## src/rtl/cmp_seq_pkg.sv

```systemverilog
// Shared types and helpers for the digit-serial magnitude comparator.
package cmp_seq_pkg;

    // Controller states: waiting, scanning digits, reporting the result.
    typedef enum logic [1:0] {
        IDLE = 2'd0,
        SCAN = 2'd1,
        DONE = 2'd2
    } state_t;

    // Ceiling log2, used to size the digit counter so it can hold NDIG.
    function automatic int clog2(input int n);
        int r;
        int v;
        r = 0;
        v = 1;
        while (v < n) begin
            v = v * 2;
            r = r + 1;
        end
        return r;
    endfunction

endpackage

```

## src/rtl/cmp_seq_digit_cmp.sv

```systemverilog
// Combinational unsigned compare of one D-bit digit pair.
module digit_cmp #(
    parameter int D = 4
) (
    input  logic [D-1:0] x,
    input  logic [D-1:0] y,
    output logic         eq,
    output logic         gt
);

    assign eq = (x == y);
    assign gt = (x > y);

endmodule

```

## src/rtl/cmp_seq.sv

```systemverilog
// Digit-serial magnitude comparator: walks two W-bit operands D bits per
// clock from the most significant digit and stops at the first difference.
// Signed operands are handled by flipping the sign bit at load, which maps
// two's complement onto offset binary so the unsigned digit walk still works.
module cmp_seq
    import cmp_seq_pkg::*;
#(
    parameter int W = 16,
    parameter int D = 4,
    localparam int NDIG = W / D,
    localparam int DW = clog2(NDIG + 1)
) (
    input  logic          clk,
    input  logic          reset_n,
    input  logic          start,
    input  logic          signed_mode,
    input  logic [W-1:0]  a,
    input  logic [W-1:0]  b,
    output logic          ready,
    output logic          done,
    output logic          aeqb,
    output logic          agtb,
    output logic          altb,
    output logic [DW-1:0] digits
);

    state_t        state;
    state_t        state_nx;
    logic [W-1:0]  a_r;
    logic [W-1:0]  b_r;
    logic [W-1:0]  a_nx;
    logic [W-1:0]  b_nx;
    logic          aeqb_nx;
    logic          agtb_nx;
    logic          altb_nx;
    logic [DW-1:0] digits_nx;
    logic [W-1:0]  sign_flip;
    logic          dig_eq;
    logic          dig_gt;

    assign sign_flip = W'(signed_mode) << (W - 1);
    assign ready     = (state != SCAN);
    assign done      = (state == DONE);

    digit_cmp #(.D(D)) u_digit (
        .x  (a_r[W-1 -: D]),
        .y  (b_r[W-1 -: D]),
        .eq (dig_eq),
        .gt (dig_gt)
    );

    // Next-state, operand shifting, result flags and digit counting.
    always_comb begin
        state_nx  = state;
        a_nx      = a_r;
        b_nx      = b_r;
        aeqb_nx   = aeqb;
        agtb_nx   = agtb;
        altb_nx   = altb;
        digits_nx = digits;
        case (state)
            IDLE, DONE: begin
                if (start) begin
                    state_nx  = SCAN;
                    a_nx      = a ^ sign_flip;
                    b_nx      = b ^ sign_flip;
                    aeqb_nx   = 1'b0;
                    agtb_nx   = 1'b0;
                    altb_nx   = 1'b0;
                    digits_nx = '0;
                end else if (state == DONE) begin
                    state_nx = IDLE;
                end
            end
            SCAN: begin
                digits_nx = digits + DW'(1);
                if (!dig_eq) begin
                    agtb_nx  = dig_gt;
                    altb_nx  = !dig_gt;
                    state_nx = DONE;
                end else if (digits == DW'(NDIG - 1)) begin
                    aeqb_nx  = 1'b1;
                    state_nx = DONE;
                end else begin
                    a_nx = a_r << D;
                    b_nx = b_r << D;
                end
            end
            default: begin
                state_nx = IDLE;
            end
        endcase
    end

    // State and datapath registers with synchronous active-low reset.
    always_ff @(posedge clk) begin
        if (!reset_n) begin
            state  <= IDLE;
            a_r    <= '0;
            b_r    <= '0;
            aeqb   <= 1'b0;
            agtb   <= 1'b0;
            altb   <= 1'b0;
            digits <= '0;
        end else begin
            state  <= state_nx;
            a_r    <= a_nx;
            b_r    <= b_nx;
            aeqb   <= aeqb_nx;
            agtb   <= agtb_nx;
            altb   <= altb_nx;
            digits <= digits_nx;
        end
    end

endmodule

```

## config.mk

```make
export PLATFORM = sky130hd
export DESIGN_NAME = cmp_seq
export DESIGN_NICKNAME = d
export VERILOG_FILES = /design/src/rtl/cmp_seq_pkg.sv /design/src/rtl/cmp_seq_digit_cmp.sv /design/src/rtl/cmp_seq.sv
export SDC_FILE = /design/constraint.sdc
export NUM_CORES = 1
export LEC_CHECK = 0
export CAP_MARGIN = 20
export CORE_MARGIN = 10
export CORE_UTILIZATION = 45
export CTS_CLUSTER_SIZE = 10
export DETAILED_ROUTE_END_ITERATION = 7
export PLACE_DENSITY = 0.75
export SETUP_SLACK_MARGIN = 0.5
export SLEW_MARGIN = 0
export SYNTH_ARGS = -nofsm -noshare
export SYNTH_HDL_FRONTEND = slang
export SYNTH_HIERARCHICAL = 1
export SYNTH_SLANG_ARGS = --single-unit
export TNS_END_PERCENT = 10
```

## constraint.sdc

```tcl
create_clock -name clk -period 1.95 [get_ports clk]
set_clock_uncertainty 0.15 [all_clocks]
set_input_delay 0.39 -clock clk [delete_from_list [all_inputs] [get_ports clk]]
set_output_delay 0.39 -clock clk [all_outputs]
set_load 0.01 [all_outputs]
```

==> qor.txt, run 1 <==
Pleak - 1.07 nW
clock-pin slew on the worst setup and hold paths - 0.08 ns
RSZ-0062 raised after global routing - true
Yosys Warn Count - 6
synthesis-to-layout area growth - 34.4%
crit share post-route - 97.1%
drt wl/cell - 15.4 microns
CP max stage delay - 0.34 ns
Core ar. - 0.00432 sq mm
top-count cell post-synth - nand2_1
library cells used by synthesis - 33
fin util - 61.8%
Final Hold Vio Count - 0
Synth top cells by count - 47 x nand2_1, 40 x dfxtp_1, 24 x nor3_1
PortBufs - 43
Area contributors post-synth - dfxtp_1 40%, a311oi_2 9.8%, nand2_1 8.9%, nor3_1 6.0%, nand3_1 4.8%
Chip Width - 86.5 microns
slowest CP cell - dfxtp_2
reg-to-reg endpoint - a_r[12]
Hold Path Cell Cnt - 2
CTS max path bufs - 2
Cell Pwr Density - 841 mW/mm^2
R2R depth - 7
Hold Buf Count CTS - 0
minimum clock period - 1.89 ns
Relative slew margins - 76.9%
latest clock arrival within the worst-skew pair - 0.29 ns
Root Buffer - clkbuf_8
outcome - finished clean
initial antenna violation count - 0
crit path buf inv count - 2
top cell type's share of synthesized area - 40.3%
MaxCap Viol Count - 0
Design Area, Final - 0.00267 sq mm
Synth Net Count - 269
grt total ovfl - 0
fmax - 528 MHz
Final setup viols - 0
die span in y - 86.5 microns
Starting Density - 46.0%
Avg Cell Area, Syn - 8.76 sq um
CP Data Required Time - 2.00 ns
Hold Crit Start - a_r[0]
H-tree levels - 2
crit path cell chain - inv_2 > ha_4 > and4_4 > and4bb_4 > buf_12 > nor3_1 > a311oi_2
TritonCTS clock tree - built
DRC violations left - 0
Peak VDD IR - 0.000553 V
delay-heaviest family, CP - simple AND/OR/NAND/NOR gates
global-route wire length before repair - 8160 microns
register bit total from synthesis - 40
Final nets - 312
Synth area leader - dfxtp_1
Setup Crit Path Kind - register to register
largest net degree at the start of global routing - 36
Hold Path Sink - a_r[0]
Setup crit start kind - register
reg2reg setup slack - 0.06 ns
FF-to-FF Start - b_r[14]
routed wire length - 4980 microns
die area - 0.00748 sq mm
Cells after Synth - 227
Post-Syn Area - 0.00199 sq mm
Async SR Flop Fraction - 0%
CTS sink count - 40
Tot Pwr - 0.00225 W
Worst setup EP type - register
Antenna Violating Nets Remaining - 0
Critical Path Fanout Max - 12
Layout fillers - 397
Tot GR Track Use - 13.1%
final setup TNS - 0 ns
sequential fraction of the synthesis area - 40.3%
DP Area - 0.00251 sq mm
1st-pass router iterations - 4
vias per cell - 5.50
hold slack - 0.316 ns
DP Wirelength - 3540 microns
total CTS buffers - 5
antenna cells - 0
worst-margin pin slew - 0.346 ns
Routability Congestion - 0.745
Final Max Tran Viols - 0
Vias - 1776
CP arrival - 1.94 ns
DRT iter0 DRCs - 140
I/O pins - 44
Rows - 24
Min-Delay Path Class - register to register
count of flip-flops with a built-in enable after synthesis - 0
Top FF cell, synth - dfxtp_1
vias in the first global route - 1742
share of cells above drive strength 1 - 21.8%
==> stage by stage <==
step                      setup WS [ns]  cells
after floorplan                   0.180    227
after global placement            0.103    314
after detailed placement         0.0311    314
after CTS                        0.0486    323
after global routing            -0.0112    323
final                            0.0556    323
==> registers in the layout (all words and copies together), names as in the netlist <==
| name | flops |
|---|---|
| altb | 1 |
| digits | 3 |
| agtb | 1 |
| state | 2 |
| aeqb | 1 |
| b_r | 16 |
| a_r | 16 |
==> worst register-to-register path, delay by kind of cell, from the launching register on <==
kind                       cells  cell delay [ns]
buffers and inverters          2             0.19
DFF                            1             0.34
adders and majority gates      1             0.27
and+or+nand+nor                3             0.61
AOI/OAI and AO/OA              1             0.24
==> metal layers <==
metal  vias to the layer above  global-route usage (%)  share of wire, %
met5                         -                       0                 0
met4                         0                    3.53              0.76
met3                         2                    4.03               5.4
met2                        43                    21.3                49
met1                       831                    16.4                44
li1                        900                       -                 -
==> final cells by class <==
cell class	instances	area, sq um	area share (%)
Clock inverter	2	38.8	1.45
Clock buffer	6	82.6	3.09
Inverter	8	32.5	1.22
Sequential cell	40	812	30.4
Timing Repair Buffer	55	573	21.4
Tap cell	52	65.1	2.43
Multi-Input combinational cell	160	1070	40.0
==> what timing repair did <==
item,in CTS,in global routing
endpoints found under the setup margin,46,48
resized for setup,3,23
pin swaps,3,11
buffers inserted,1,0
==> placed cells by master, fill, tap and decap left out, types with 2 or more instances in the layout <==
cell type        count
nand3_1             19
ha_4                 2
nand2b_1             2
xor2_1               2
dfxtp_1             33
buf_6                2
dlymetal6s2s_1       6
ha_1                 4
clkbuf_8             6
nor2b_2              3
buf_4                8
o211ai_1             2
a21oi_2              2
a311oi_2            13
clkdlybuf4s50_1     35
o32ai_1              2
inv_2                3
nor3_1              23
nor2_1               4
dfxtp_2              6
inv_1                4
buf_12               3
a21oi_1             13
nand2_1             47
a311oi_1             9
==> cells by family (layout without fill, tap and decap cells) <==
group / Yosys count / in the layout / synth area share, %
and+or+nand+nor: 108 / 108 / 26.3
adders and majority gates: 6 / 6 / 3.78
DFF: 40 / 40 / 40.3
xor gates and xnor gates: 2 / 2 / 0.881
AOI/OAI and AO/OA: 44 / 44 / 20.6
buffers and inverters: 27 / 71 / 8.18
==> power breakdown <==
part	switching (W)	total, W	internal [W]
Clock	0.000291	0.000710	0.000419
Sequential	0.0000496	0.000951	0.000901
Combinational	0.000294	0.000587	0.000293
==> how the worst max path moves through the flow <==
| stage | slack (ns) | from | endpoint | depth (start not counted) |
|---|---|---|---|---|
| 4_1_cts | 0.05 | b_r[14] | a_r[4] | 7 |
| 5_1_grt | -0.01 | b_r[14] | b_r[13] | 7 |
| 6_report | 0.06 | b_r[14] | a_r[12] | 7 |
| 3_5_place_dp | 0.03 | a_r[12] | a_r[14] | 7 |
| 2_1_floorplan | 0.18 | b_r[14] | b_r[13] | 7 |
| 3_3_place_gp | 0.10 | start | b_r[13] | 4 |
Note: power is estimated with default switching activity, not from simulation.
==> run 2, diff against run 1 <==
Settings changed: ABC_AREA set to 1, DONT_BUFFER_PORTS set to 1, PLACE_DENSITY 0.75 to not set, SYNTH_HIERARCHICAL 1 to not set.
==> qor.txt, run 2 <==
FF-to-FF Start - b_r[13]
crit share post-route - 85.9%
top-count cell post-synth - nand2_1
Final Non-Filler Cells - 392
Cells after Synth - 331
sequential fraction of the synthesis area - 37.0%
switching part of the total power - 31.4%
MaxCap Viol Count - 0
CTS max path bufs - 2
Pleak - 1.27 nW
CP Data Required Time - 2.00 ns
I/O pins - 44
DP Wirelength - 3570 microns
Core ar. - 0.00469 sq mm
Synth top cells by count - 81 x nand2_1, 45 x nand3_1, 43 x inv_1
Top FF cell, synth - dfxtp_1
grt total ovfl - 0
Hold Buf Count CTS - 0
initial antenna violation count - 0
Hold Path Cell Cnt - 2
Flop pwr share - 41.2%
register bit total from synthesis - 40
fmax - 597 MHz
Cell Pwr Density - 830 mW/mm^2
Tot GR Track Use - 16.0%
vias per cell - 5.25
Routability Congestion - 0.787
Setup crit start kind - register
synthesis-to-layout area growth - 27.4%
Antenna Violating Nets Remaining - 0
net switching power - 0.000719 W
vias in the first global route - 2037
Area contributors post-synth - dfxtp_1 37%, nand2_1 14%, nand3_1 10%, a21oi_1 8.1%, inv_1 7.4%
dpl cells - 371
Hold Path Sink - a_r[12]
Relative slew margins - 61.4%
Final Hold Vio Count - 0
Setup Crit Path Kind - register to register
Min-Delay Path Class - primary input to register
count of flip-flops with a built-in enable after synthesis - 0
Peak VDD IR - 0.000495 V
Hold Crit Start - reset_n
Synth Net Count - 374
CP arrival - 1.73 ns
Tot Pwr - 0.00229 W
fin util - 58.8%
H-tree levels - 2
die span in y - 89.4 microns
1st-pass router iterations - 4
Largest regs - a_r: 16 flops, b_r: 16 flops, digits: 3 flops
Yosys Warn Count - 0
TritonCTS clock tree - built
minimum clock period - 1.68 ns
Chip Width - 89.4 microns
library cells used by synthesis - 20
DRC violations left - 0
share of cells above drive strength 1 - 24.0%
routed wire length - 5940 microns
Rows - 25
global-route wire length before repair - 9960 microns
Synth area leader - dfxtp_1
commonest non-fill, non-tap cell in the layout - nand2_1
worst-margin pin slew - 0.578 ns
commonest non-fill, non-tap cells in the layout - 77 x nand2_1, 40 x nand3_1, 38 x inv_1
DRT iter0 DRCs - 106
final setup TNS - 0 ns
Avg Cell Area, Syn - 6.55 sq um
Critical Path Fanout Max - 13
clock-pin slew on the worst setup and hold paths - 0.08 ns
Final nets - 380
PortBufs - 0
R2R depth - 9
Starting Density - 46.2%
Final Max Tran Viols - 0
Post-Syn Area - 0.00217 sq mm
Worst setup EP type - register
outcome - finished clean
reg2reg setup slack - 0.27 ns
drt wl/cell - 15.2 microns
Root Buffer - clkbuf_8
latest clock arrival within the worst-skew pair - 0.31 ns
Vias - 2057
Final setup viols - 0
top cell type's share of synthesized area - 37.0%
RSZ-0062 raised after global routing - true
reg-to-reg endpoint - b_r[11]
antenna cells - 0
CTS sink count - 40
largest net degree at the start of global routing - 41
Internal - 0.00157 W
hold slack - 0.0409 ns
share of power burned in the clock network - 30.5%
Async SR Flop Fraction - 0%
die area - 0.00799 sq mm
logic gate share of total power - 28.3%
total CTS buffers - 5
## run 2: cell types whose count changed in the layout (fill, tap and decap cells not counted), moves of 4 or more
cell             before  now
nand3_1              19   40
o21ai_0               0   22
inv_2                 3    7
nor2_1                4   26
inv_1                 4   38
a311oi_1              9    0
dlymetal6s2s_1        6    0
a21oi_2               2   18
clkdlybuf4s50_1      35    0
nand3_2               0    5
nand2_1              47   77
a311oi_2             13    0
nor3_1               23    0
## run 2: final cells by class
class,instances,area (sq um)
fill,435,1930
inverter,46,173
clock buffer,5,68.8
tap,54,67.6
clock inverter,3,42.5
multi-input combinational,224,1270
sequential,40,813
timing repair buffer,20,322
## run 2: how the worst max path moves through the flow
stage          startpoint  slack (ns)       to  cells past startpoint
6_report          b_r[13]        0.27  b_r[11]                      9
5_1_grt           b_r[13]        0.19  b_r[14]                     10
4_1_cts           b_r[15]        0.31  b_r[11]                      9
3_5_place_dp      b_r[13]        0.19  b_r[13]                      8
3_3_place_gp      b_r[15]        0.23  b_r[13]                      8
2_1_floorplan     b_r[13]        0.38   a_r[5]                      9
## run 2: logic make-up after synthesis
| kind of cell | share of synthesized area (%) |
|---|---|
| DFF | 37.0 |
| adders and majority gates | 4.04 |
| AOI/OAI and AO/OA | 13.9 |
| buffers and inverters | 14.5 |
| and+or+nand+nor | 30.7 |
## run 2: critical path, stage by stage, from the launching register on
cell	delay, ns
dfxtp_2	0.33
inv_2	0.05
ha_4	0.27
nand2_4	0.05
nor2_4	0.14
nand2_4	0.10
buf_6	0.14
buf_12	0.15
a21oi_1	0.14
nor2_1	0.06
## run 2: power groups by stage
stage / clock (W) / sequential, W / combinational, W
after detailed placement: 0 / 0.000953 / 0.000437
after floorplan: 0 / 0.000943 / 0.000370
after CTS: 0.000709 / 0.000941 / 0.000605
final: 0.000699 / 0.000944 / 0.000648
after global routing: 0.000746 / 0.000953 / 0.000732
after global placement: 0 / 0.000951 / 0.000432
## run 2: repair_timing
| action | in CTS | in global routing |
|---|---|---|
| pin swaps | 7 | 10 |
| hold endpoints to repair | 0 | 0 |
| cloned | 4 | 1 |
| resized for setup | 48 | 14 |
| endpoints found under the setup margin | 39 | 40 |
| buffers inserted | 7 | 1 |
## run 2: routing by layer
layer / GRT usage, % / up-vias / part of all wire [%]
li1: - / 1062 / -
met1: 20.1 / 938 / 45
met2: 25.7 / 50 / 48
met3: 4.01 / 7 / 5.9
met4: 6.36 / 0 / 1.4
met5: 0 / - / 0
## run 2: stage by stage
step	setup WS [ns]	instance area [sq um]
2_1_floorplan	0.385	2180
3_3_place_gp	0.233	2190
3_5_place_dp	0.188	2190
4_1_cts	0.309	2670
5_1_grt	0.192	2760
6_report	0.275	2760
==> run 3, diff against run 2 <==
Settings changed: CORE_UTILIZATION 45 to 46, TNS_END_PERCENT 10 to not set.
==> qor.txt, run 3 (synthesis gave the netlist of run 2 again) <==
outcome - finished clean
Largest regs - a_r: 16 flops, b_r: 16 flops, digits: 3 flops
RSZ-0062 raised after global routing - true
die span in y - 88.6 microns
Flop pwr share - 37.8%
Root Buffer - clkbuf_8
antenna cells - 0
TritonCTS clock tree - built
CP arrival - 1.77 ns
grt total ovfl - 0
crit-path most repeated cell - nand2_4
met3 WL - 513 microns
Final Max Tran Viols - 0
clock-pin slew on the worst setup and hold paths - 0.08 ns
PortBufs - 0
largest net degree at the start of global routing - 32
I/O pins - 44
PnR worst setup slack - 0.249 ns
drt wl/cell - 17.3 microns
vias per cell - 5.40
H-tree levels - 2
CTS sink count - 40
slowest CP cell - dfxtp_2
crit path buf inv count - 3
Cell Pwr Density - 782 mW/mm^2
M1 WL - 2970 microns
1st-pass router iterations - 4
Pleak - 1.44 nW
Setup crit start kind - register
CTS max path bufs - 2
latest clock arrival within the worst-skew pair - 0.29 ns
net switching power - 0.000792 W
CP max stage delay - 0.32 ns
MaxCap Viol Count - 0
commonest non-fill, non-tap cell in the layout - nand2_1
Vias - 2191
initial antenna violation count - 0
Final nets - 396
multi-input logic area - 0.00149 sq mm
Final setup viols - 0
Chip Width - 88.6 microns
crit path cell chain - inv_2 > ha_4 > nand2_4 > nor2_4 > nand2_4 > buf_12 > clkbuf_16 > nand3_2 > nand2_1 > nor2_1
Layout fillers - 337
logic gate share of total power - 32.2%
DRT iter0 DRCs - 168
Worst setup EP type - register
Routability Congestion - 0.732
top routing layer used - met4
total CTS buffers - 5
DP Wirelength - 3560 microns
Min-Delay Path Class - primary input to register
switching part of the total power - 31.4%
Critical Path Fanout Max - 5
met2 WL post-DR - 3460 microns
vias in the first global route - 2073
final setup TNS - 0 ns
Tot GR Track Use - 15.7%
worst-margin pin slew - 0.446 ns
Starting Density - 48.8%
Final Hold Vio Count - 0
Internal - 0.00173 W
Antenna Violating Nets Remaining - 0
Peak VDD IR - 0.000504 V
minimum clock period - 1.70 ns
fin util - 72.4%
Setup Crit Path Kind - register to register
dpl ws - 0.281 ns
routed wire length - 7040 microns
DRC violations left - 0
Core ar. - 0.00444 sq mm
delay-heaviest family, CP - simple AND/OR/NAND/NOR gates
Relative slew margins - 70.1%
share of power burned in the clock network - 30.1%
synthesis-to-layout area growth - 48.6%
sequential standard cell area - 821 sq um
Rows - 24
crit share post-route - 87.2%
global-route wire length before repair - 9850 microns
fmax - 588 MHz
share of cells above drive strength 1 - 38.1%
die area - 0.00786 sq mm
CP Data Required Time - 2.02 ns
commonest non-fill, non-tap cells in the layout - 71 x nand2_1, 37 x inv_1, 30 x dfxtp_1
run 3: changes by cell type in the layout (fill, tap and decap cells not counted), sizes merged:
cell / previous run / this run
bufbuf: 1 / 0
clkbuf: 6 / 14
nand2: 82 / 83
inv: 45 / 44
clkinvlp: 1 / 0
buf: 18 / 28
run 3: metal layers:
layer	up-vias	GRT usage (%)
met3	9	5.88
met5	-	0
met4	0	3.82
li1	1095	-
met2	60	25.6
met1	1027	19.1
run 3: path summary, 6_finish.rpt:
check | to | from | cells past startpoint | slack [ns]
max | a_r[7] | b_r[13] | 10 | 0.25
min | b_r[9] | reset_n | 2 | 0.05
max reg2reg | a_r[7] | b_r[13] | 10 | 0.25
min reg2reg | a_r[2] | a_r[2] | 2 | 0.32
run 3: power by group through the flow:
stage / Combinational (W) / Sequential [W] / Clock (W)
after floorplan: 0.000375 / 0.000945 / 0
after global placement: 0.000438 / 0.000952 / 0
after detailed placement: 0.000440 / 0.000954 / 0
after CTS: 0.000589 / 0.000944 / 0.000758
after global routing: 0.000882 / 0.000959 / 0.000797
final: 0.000810 / 0.000951 / 0.000757
run 3: final cells by class:
type	count	share of cell area, %
tap	52	2.02
clock inverter	1	0.933
inverter	46	5.52
sequential	40	25.5
multi-input combinational	225	46.4
timing repair buffer	35	16.6
clock buffer	7	2.99
run 3: stage by stage:
stage | hold slack [ns] | power [W] | cells | area, sq um
after CTS | 0.0568 | 0.00229 | 388 | 2690
after floorplan | 0.301 | 0.00132 | 331 | 2210
after global routing | 0.0527 | 0.00264 | 406 | 3220
final | 0.0480 | 0.00252 | 406 | 3220
after detailed placement | 0.319 | 0.00139 | 369 | 2220
after global placement | 0.314 | 0.00139 | 369 | 2220
run 3: timing repair:
action	in CTS	in global routing
setup buffers	8	10
cloned	3	8
hold buffers	0	0
endpoints found under the setup margin	38	39
pin swaps	6	30
resized for setup	45	67
